## config.mk

```make
export PLATFORM = sky130hd
export DESIGN_NAME = bsg_fifo_1r1w_flop_n
export DESIGN_NICKNAME = d
export VERILOG_FILES = /design/src/rtl/bsg_fifo_1r1w_flop_n_pkg.sv /design/src/rtl/bsg_fifo_1r1w_flop_n_chk.sv /design/src/rtl/bsg_fifo_circ_ptr.sv /design/src/rtl/bsg_fifo_1r1w_flop_n.sv
export SDC_FILE = /design/constraint.sdc
export NUM_CORES = 1
export LEC_CHECK = 0
export ABC_AREA = 1
export CAP_MARGIN = 20
export CORE_MARGIN = 5
export CORE_UTILIZATION = 50
export CTS_CLUSTER_DIAMETER = 50
export DETAILED_ROUTE_END_ITERATION = 8
export GPL_ROUTABILITY_DRIVEN = 0
export PLACE_DENSITY = 0.74
export SYNTH_ARGS = -nofsm -noshare
export SYNTH_HDL_FRONTEND = slang
export SYNTH_SLANG_ARGS = --single-unit
```

## constraint.sdc

```tcl
create_clock -name clk_i -period 4.2 [get_ports clk_i]
set_clock_uncertainty 0.1 [all_clocks]
set_input_delay 0.84 -clock clk_i [delete_from_list [all_inputs] [get_ports clk_i]]
set_output_delay 0.84 -clock clk_i [all_outputs]
set_load 0.005 [all_outputs]
```

## src/rtl/bsg_fifo_1r1w_flop_n_pkg.sv

```systemverilog
// Shared types and helpers for the flop-based 1R1W FIFO.
// Optional occupancy output is enabled by BSG_FIFO_1R1W_FLOP_N_COUNT_EN.
package bsg_fifo_1r1w_flop_n_pkg;

  typedef enum logic [1:0] {
    e_none = 2'd0,
    e_enq  = 2'd1,
    e_deq  = 2'd2,
    e_both = 2'd3
  } fifo_op_e;

  // Pointer width for a circular index over 0..els-1; never narrower than one bit.
  function automatic int ptr_width(input int els);
    return (els > 1) ? $clog2(els) : 1;
  endfunction

endpackage

```

## src/rtl/bsg_fifo_1r1w_flop_n_chk.sv

```systemverilog
// Protocol and invariant checks for bsg_fifo_1r1w_flop_n.
// Occupancy checks exist only with BSG_FIFO_1R1W_FLOP_N_COUNT_EN.
module bsg_fifo_1r1w_flop_n_chk #(
  parameter int els_p = 4
)
(
  input logic clk_i,
  input logic reset_n_i,
  input logic yumi_i,
  input logic v_o,
  input logic ready_o
`ifdef BSG_FIFO_1R1W_FLOP_N_COUNT_EN
  , input logic [$clog2(els_p+1)-1:0] count_o
`endif
);

  a_yumi_needs_valid: assert property (@(posedge clk_i) disable iff (!reset_n_i)
    yumi_i |-> v_o) else $error("yumi_i asserted while v_o=0");

  a_not_full_and_empty: assert property (@(posedge clk_i) disable iff (!reset_n_i)
    (v_o || ready_o)) else $error("fifo reports full and empty together");

`ifdef BSG_FIFO_1R1W_FLOP_N_COUNT_EN
  a_count_empty: assert property (@(posedge clk_i) disable iff (!reset_n_i)
    ((count_o == '0) == !v_o)) else $error("count_o disagrees with v_o");

  a_count_full: assert property (@(posedge clk_i) disable iff (!reset_n_i)
    ((count_o == ($clog2(els_p+1))'(els_p)) == !ready_o))
    else $error("count_o disagrees with ready_o");
`endif

endmodule

```

## src/rtl/bsg_fifo_circ_ptr.sv

```systemverilog
// Circular pointer over 0..els_p-1 (non-power-of-2 depths wrap correctly).
module bsg_fifo_circ_ptr
  import bsg_fifo_1r1w_flop_n_pkg::*;
#(
  parameter int els_p = 4,
  localparam int ptr_width_lp = ptr_width(els_p)
)
(
  input  logic                    clk_i,
  input  logic                    reset_n_i,
  input  logic                    incr_i,
  output logic [ptr_width_lp-1:0] ptr_r_o,
  output logic [ptr_width_lp-1:0] ptr_n_o
);

  // Next pointer value, wrapping from the last entry back to zero.
  always_comb begin
    ptr_n_o = ptr_r_o;
    if (!incr_i) begin
      ptr_n_o = ptr_r_o;
    end else if (ptr_r_o == ptr_width_lp'(els_p - 1)) begin
      ptr_n_o = ptr_width_lp'(0);
    end else begin
      ptr_n_o = ptr_r_o + ptr_width_lp'(1);
    end
  end

  // Pointer register.
  always_ff @(posedge clk_i or negedge reset_n_i) begin
    if (!reset_n_i) begin
      ptr_r_o <= ptr_width_lp'(0);
    end else begin
      ptr_r_o <= ptr_n_o;
    end
  end

endmodule

```

## src/rtl/bsg_fifo_1r1w_flop_n.sv

```systemverilog
// Flop-based FIFO, valid/ready in, valid->yumi out, one word/cycle for els_p >= 2.
// Define BSG_FIFO_1R1W_FLOP_N_COUNT_EN to add the registered count_o occupancy output.
module bsg_fifo_1r1w_flop_n
  import bsg_fifo_1r1w_flop_n_pkg::*;
#(
  parameter int width_p = 8,
  parameter int els_p   = 4
)
(
  input  logic               clk_i,
  input  logic               reset_n_i,
  input  logic [width_p-1:0] data_i,
  input  logic               v_i,
  output logic               ready_o,
  output logic               v_o,
  output logic [width_p-1:0] data_o,
  input  logic               yumi_i
`ifdef BSG_FIFO_1R1W_FLOP_N_COUNT_EN
  , output logic [$clog2(els_p+1)-1:0] count_o
`endif
);

  localparam int ptr_width_lp = ptr_width(els_p);

  if (els_p < 2) begin : g_bad_els
    $error("bsg_fifo_1r1w_flop_n: els_p must be >= 2");
  end
  if (width_p < 1) begin : g_bad_width
    $error("bsg_fifo_1r1w_flop_n: width_p must be >= 1");
  end

  logic                    full_r, empty_r;
  logic                    enq_s, deq_s;
  fifo_op_e                op_s;
  logic [ptr_width_lp-1:0] wr_ptr_r_s, wr_ptr_n_s, rd_ptr_r_s, rd_ptr_n_s;
  logic [width_p-1:0]      mem_r [els_p];

  // Yumi is gated with v_o so an illegal yumi cannot disturb state.
  assign enq_s = v_i & ~full_r;
  assign deq_s = yumi_i & ~empty_r;
  assign op_s  = fifo_op_e'({deq_s, enq_s});

  bsg_fifo_circ_ptr #(.els_p(els_p)) wr_ptr (
    .clk_i     (clk_i),
    .reset_n_i (reset_n_i),
    .incr_i    (enq_s),
    .ptr_r_o   (wr_ptr_r_s),
    .ptr_n_o   (wr_ptr_n_s)
  );

  bsg_fifo_circ_ptr #(.els_p(els_p)) rd_ptr (
    .clk_i     (clk_i),
    .reset_n_i (reset_n_i),
    .incr_i    (deq_s),
    .ptr_r_o   (rd_ptr_r_s),
    .ptr_n_o   (rd_ptr_n_s)
  );

  // Full/empty flags disambiguate equal pointers using the last operation.
  always_ff @(posedge clk_i or negedge reset_n_i) begin
    if (!reset_n_i) begin
      full_r  <= 1'b0;
      empty_r <= 1'b1;
    end else begin
      case (op_s)
        e_enq: begin
          empty_r <= 1'b0;
          full_r  <= (wr_ptr_n_s == rd_ptr_r_s);
        end
        e_deq: begin
          full_r  <= 1'b0;
          empty_r <= (rd_ptr_n_s == wr_ptr_r_s);
        end
        default: begin
          full_r  <= full_r;
          empty_r <= empty_r;
        end
      endcase
    end
  end

  // Storage: written only on enqueue; contents intentionally not reset.
  always_ff @(posedge clk_i) begin
    if (enq_s) begin
      mem_r[wr_ptr_r_s] <= data_i;
    end
  end

  assign data_o  = mem_r[rd_ptr_r_s];
  assign v_o     = ~empty_r;
  assign ready_o = ~full_r;

`ifdef BSG_FIFO_1R1W_FLOP_N_COUNT_EN
  localparam int count_width_lp = $clog2(els_p+1);
  logic [count_width_lp-1:0] count_r;

  // Occupancy counter; simultaneous enq and deq leave it unchanged.
  always_ff @(posedge clk_i or negedge reset_n_i) begin
    if (!reset_n_i) begin
      count_r <= count_width_lp'(0);
    end else begin
      case (op_s)
        e_enq:   count_r <= count_r + count_width_lp'(1);
        e_deq:   count_r <= count_r - count_width_lp'(1);
        default: count_r <= count_r;
      endcase
    end
  end

  assign count_o = count_r;
`endif

  bsg_fifo_1r1w_flop_n_chk #(.els_p(els_p)) chk (
    .clk_i     (clk_i),
    .reset_n_i (reset_n_i),
    .yumi_i    (yumi_i),
    .v_o       (v_o),
    .ready_o   (ready_o)
`ifdef BSG_FIFO_1R1W_FLOP_N_COUNT_EN
    , .count_o (count_o)
`endif
  );

endmodule

```

==> flow_summary_export.csv <==
group,metric,value,unit
sta,hold_viol,0,
clock_tree,cts_sinks,38,
setup_path,r2r-start,"wr_ptr.ptr_r_o[0]$_DFF_PN0_",
setup_path,criticalPathCategory,"register to primary output",
drt,wl_met3,139,microns
sta,rsz0062_at_grt,"no",
synthesis,synth_nets,174,
drt,vias_per_cell,5.17,
synthesis,synth_most_common_cell,"edfxtp_1",
pwr,peakVddDrop,416,uV
setup_path,critPathCaptureType,"primary output",
run,drv_cap,0,
clock_tree,cts-resized-gates,0,
global_route,overflow,0,
global_route,grt_pass1_vias,1228,
clock_tree,cts_setup_buffers,0,
sta,slew_violations,0,
drt,highest_layer,"met4",
setup_path,crit_chain,"inv_2 -> o21ai_0 -> o22ai_1 -> clkdlybuf4s50_1",
synthesis,syn_area,0.00171,sq mm
sta,setup_viol,0,
setup_path,reg2regPathDepth,4,
drt,wl_met1,1480,microns
synthesis,ys.flop_type,"edfxtp_1",
floorplanning,rows,21,
global_route,grt_util_all_layers,0.165,
setup_path,cp.arrival,2.26,ns
sta,fin_crit,3.20,ns
hold_path,hold_path_class,"register to register",
setup_path,start_kind,"register",
synthesis,yosysSeqAreaShare,0.652,
sta,timing.slew.headroom,0.474,
clock_tree,root_buffer,"clkbuf_4",
setup_path,crit_required,3.26,ns
setup_path,endpoint,"data_o[0]",
synthesis,synthDominantCellAreaShare,0.563,
synthesis,ys_types,19,
layout,nNetsFinal,198,
sta,post-route-period-util,0.761,
outcome,outcome,"finished clean",
floorplanning,start_util,0.515,
setup_path,r2r-end,"mem_r[2][0]$_DFFE_PP_",
drt,drc,0,
clock_tree,cts.clk_slew.worst_paths,0.11,ns
pwr,powerDensity,698,mW/mm^2
sta,setup_tns,0,ns
synthesis,ys_seq_elements,38,
clock_tree,cts.path.max_buffers,2,
synthesis,postSynthCellCount,156,
global_route,grt_pass1_wl,5440,microns
sta,worst_pin_slew,0.787,ns
synthesis,yosysWarnings,0,
layout,area_growth,19.6,%
global_route,antenna_found_initial,0,
synthesis,synth_top_area_cell,"edfxtp_1",
synthesis,synth_edf_count,32,
pwr,power_leakage,0.804,nW
layout,antenna_cells,0,
layout,stdcell_count,227,
floorplanning,die_w,68.4,microns
drt,wl_met2,1770,microns
setup_path,max_stage_delay,0.78,ns
setup_path,crit_slowest_cell,"dfrtp_1",
setup_path,r2r_setup_slack,2.29,ns
place,dp_cells,219,
place,port_buffers,21,
synthesis,synth-async-reset-ratio,0.158,
drt,first_iter_violations,76,
global_route,grt_max_degree,22,
synthesis,avgSynthCellArea,10.9,sq um
floorplanning,core_region_area,0.00331,sq mm
drt,routed_wl,3410,microns
sta,max_freq,313,MHz
setup_path,crit_path_max_fanout,21,
drt,vias,1173,
place,dp_hpwl,2320,microns
synthesis,synthTopCellsByArea,"edfxtp_1 (56%), dfrtp_1 (7.3%), nor2_1 (5.5%), nand2_1 (5.3%), o21ai_0 (4.7%)",
clock_tree,htreeDepth,2,
clock_tree,numCtsBuffers,5,
layout,drive_gt1_frac,0.0829,
clock_tree,cts_tree,"built",
synthesis,yosys-top-cells-count,"edfxtp_1 (32), nor2_1 (25), nand2_1 (24), o21ai_0 (16), inv_1 (14)",
drt,drtPass1Iterations,4,
setup_path,crit_start,"rd_ptr.ptr_r_o[0]$_DFF_PN0_",
floorplanning,io_pins,22,
drt,wire_per_inst,15.0,microns
floorplanning,die_h,68.4,microns
drt,detail-route-antenna-nets,0,
clock_tree,holdBufCountCts,0,
clock_tree,clock_latency,0.33,ns
floorplanning,dieArea,0.00468,sq mm
## stage by stage
step	hold WS [ns]	utilization	setup slack, ns	power (mW)	cell area [sq um]
finish	0.526	0.617	1.00	1.43	2040
global route	0.560	0.617	0.856	1.53	2040
CTS	0.533	0.617	1.01	1.43	2040
detailed placement	0.515	0.586	1.40	1.13	1940
global placement	0.479	0.586	1.53	1.10	1940
floorplan	0.441	-	2.35	0.904	1710
## critical path: cells and delay by family, from the launching register on
kind / cells / cell delay, ns
buffers and inverters: 2 / 0.76
AO/OA/AOI/OAI: 2 / 0.37
flip-flops: 1 / 0.78
## cell type report
class,instances,area (sq um)
Clock inverter,3,63.8
Timing Repair Buffer,21,210
Clock buffer,5,37.5
Tap cell,46,57.6
Multi-Input combinational cell,96,493
Inverter,18,67.6
Fill cell,291,1270
Sequential cell,38,1110
## registers in the layout, summed over array words and instances, names as in the netlist
| name | cells |
|---|---|
| wr_ptr.ptr_r_o | 2 |
| full_r | 1 |
| mem_r | 32 |
| rd_ptr.ptr_r_o | 2 |
| empty_r | 1 |
## worst min path at each step
stage	slack, ns	start	cells after the start	to
floorplan	0.44	reset_n_i	0	full_r$_DFFE_PN0P_
global placement	0.48	full_r$_DFFE_PN0P_	3	full_r$_DFFE_PN0P_
detailed placement	0.51	empty_r$_DFFE_PN1P_	3	empty_r$_DFFE_PN1P_
CTS	0.53	empty_r$_DFFE_PN1P_	3	empty_r$_DFFE_PN1P_
global route	0.56	empty_r$_DFFE_PN1P_	3	empty_r$_DFFE_PN1P_
finish	0.53	empty_r$_DFFE_PN1P_	3	empty_r$_DFFE_PN1P_
## per-layer routing
layer	global-route usage	vias up
met3	0.0575	2
met1	0.179	572
met4	0.0744	0
met2	0.287	22
li1	-	577
met5	0	-
## placed cells by master, fill, tap and decap left out, drive strengths merged, types with 2 or more instances in the layout
cell / netlist / final
ha: 6 / 6
bufinv: 0 / 2
o22ai: 8 / 8
nand2: 26 / 26
clkbuf: 2 / 5
o21ai: 16 / 16
nor2: 26 / 26
o21bai: 2 / 2
nand3: 12 / 12
inv: 18 / 18
edfxtp: 32 / 32
dfrtp: 5 / 5
clkdlybuf4s50: 0 / 21
## where the power goes
group / internal [mW] / switching (mW)
clock: 0.183 / 0.116
combinational: 0.249 / 0.299
sequential: 0.497 / 0.0816
total: 0.930 / 0.497
## cell families after synthesis
group                    after synthesis  synth area share
buffers and inverters                 22            0.0594
adder cells (fa/ha/maj)                6            0.0440
flip-flops                            38             0.652
AND/OR/NAND/NOR                       64             0.160
AO/OA/AOI/OAI                         26            0.0850
(Power assumes the default switching activity.)
==> edit: new RTL, same flow settings <==
Change the parameter `width_p` from 8 to 10.
--- a/src/rtl/bsg_fifo_1r1w_flop_n.sv
+++ b/src/rtl/bsg_fifo_1r1w_flop_n.sv
@@ -5,3 +5,3 @@
 #(
-  parameter int width_p = 8,
+  parameter int width_p = 10,
   parameter int els_p   = 4
Interface: changed (resized data_i and data_o); port bits go from 22 to 26. No check against the original RTL was run, so the function may have changed too.
==> edit against the unedited design <==
Count of clock-buffer cells in the layout grew 2. Power is 16% higher. Die area rose by 15%. Sequential cell count up 8. Cell area grew 18%. Clock power increased by 6%. Routed wire length rose by 14%. Setup slack got worse by 0.067 ns. Fmax fell by 2.1%. Area after synthesis is 18% higher. Highest routed layer unchanged.
==> edit: results (changes against the unedited design) <==
- Share of layout cells above drive strength 1: 9.852% (+1.6 points)
- Register area share after synthesis: 67.18% (+2.0 points)
- Post-CTS Setup Bufs: 0 (unchanged)
- Dpl hpwl: 2719 um (+17%)
- Syn nets: 196 (+13%)
- DRT Wirelength: 3904 um (+14%)
- Worst-skew pair later-pin latency: 0.30 ns (-0.03 ns)
- Run status: complete, no violations
- Largest regs: mem_r x40, rd_ptr.ptr_r_o x2, wr_ptr.ptr_r_o x2
- WHS Endpoint: wr_ptr.ptr_r_o[1]
- First-pass GRT wire length: 6306 um (+16%)
- FF-to-FF End: mem_r[0][1]
- Initial DRC count: 115 (+51%)
- EDFF count, synth: 40 (+25%)
- Setup slack after layout: 0.9364 ns (-0.06722 ns)
- Port Buffer Count: 25 (+19%)
- Total GRT Usage: 15.96% (-0.57 points)
- Synth top cells by count: edfxtp_1, nor2_1, nand2_1
- Worst Path Arrival: 2.32 ns (+0.06 ns)
- Dpl cell area: 2293 sq um (+18%)
- Maximum vdd drop: 344.1 uV (-17%)
- N_diodes: 0 (unchanged)
- Ys async rst share: 13.04% (-2.7 points)
- Pre-CTS setup slack: 1.280 ns (-0.1167 ns)
- Largest net degree at the start of global routing: 26 (+18%)
- Synth top area cells: edfxtp_1, dfrtp_1, nor2_1
- Tightest Pin Transition: 0.9815 ns (+0.1950 ns)
- Hold depth: 2 (-1)
- Max Fanout on Critical Path: 25 (+19%)
- Hold_sp: wr_ptr.ptr_r_o[1]
- Starting density of the core: 51.06% (-0.49 points)
- Netlist cell types: 20 (+1)
- CTS Root Cell: clkbuf_8
- Reg clk slew, reported paths: 0.08 ns (-0.03 ns)
- Nets: 222 (+12%)
- CP endpoint: data_o[1]
- Static Leak: 0.9207 nW (+14%)
- Reg-to-reg slack, setup: 2.14 ns (-0.15 ns)
- DR vias/cell: 5.292 (+2.4%)
edit: critical path: stages, from the launching register on:
cell and delay, ns:
dfrtp_1 0.84, inv_2 0.37, o21ai_1 0.25, o22ai_1 0.10, clkdlybuf4s50_1 0.46
edit: power by group:
group	leakage (nW)	switching (mW)	internal [mW]
sequential	0.438	0.0930	0.601
combinational	0.430	0.344	0.296
clock	0.0524	0.139	0.178
total	0.921	0.576	1.08
edit: kinds of logic (layout without fill, tap and decap cells):
logic type | Yosys count | count (layout) | share of synthesized area [%]
AO/OA/AOI/OAI | 32 | 32 | 9.198
AND/OR/NAND/NOR | 68 | 68 | 14.92
flip-flops | 46 | 46 | 67.18
adder cells (fa/ha/maj) | 6 | 6 | 3.729
buffers and inverters | 24 | 51 | 4.972
edit: metrics by stage:
stage                     power (mW)  hold WS [ns]  util [%]  cells
after floorplan                1.074        0.4301         -    176
after global placement         1.310        0.4944     58.17    245
after detailed placement       1.352        0.5074     58.17    245
after CTS                      1.669        0.5269     60.87    253
after global routing           1.765        0.5628     60.87    253
final                          1.652        0.5178     60.87    253
edit: layout make-up:
class / instances / area, sq um
clock buffers: 7 / 76.32
clock inverters: 1 / 30.03
fillers: 310 / 1543
inverters: 18 / 67.56
multi-input cells: 106 / 560.5
flip-flops and latches: 46 / 1353
well taps: 50 / 62.56
repair buffers: 25 / 250.2
edit: metal layers:
metal  part of all wire [%]  up-vias  track usage [%]
li1                       -      656                -
met1                     40      635            17.85
met2                     52       39            28.44
met3                    6.0        9            4.241
met4                    1.7        0            6.640
met5                      0        -                0
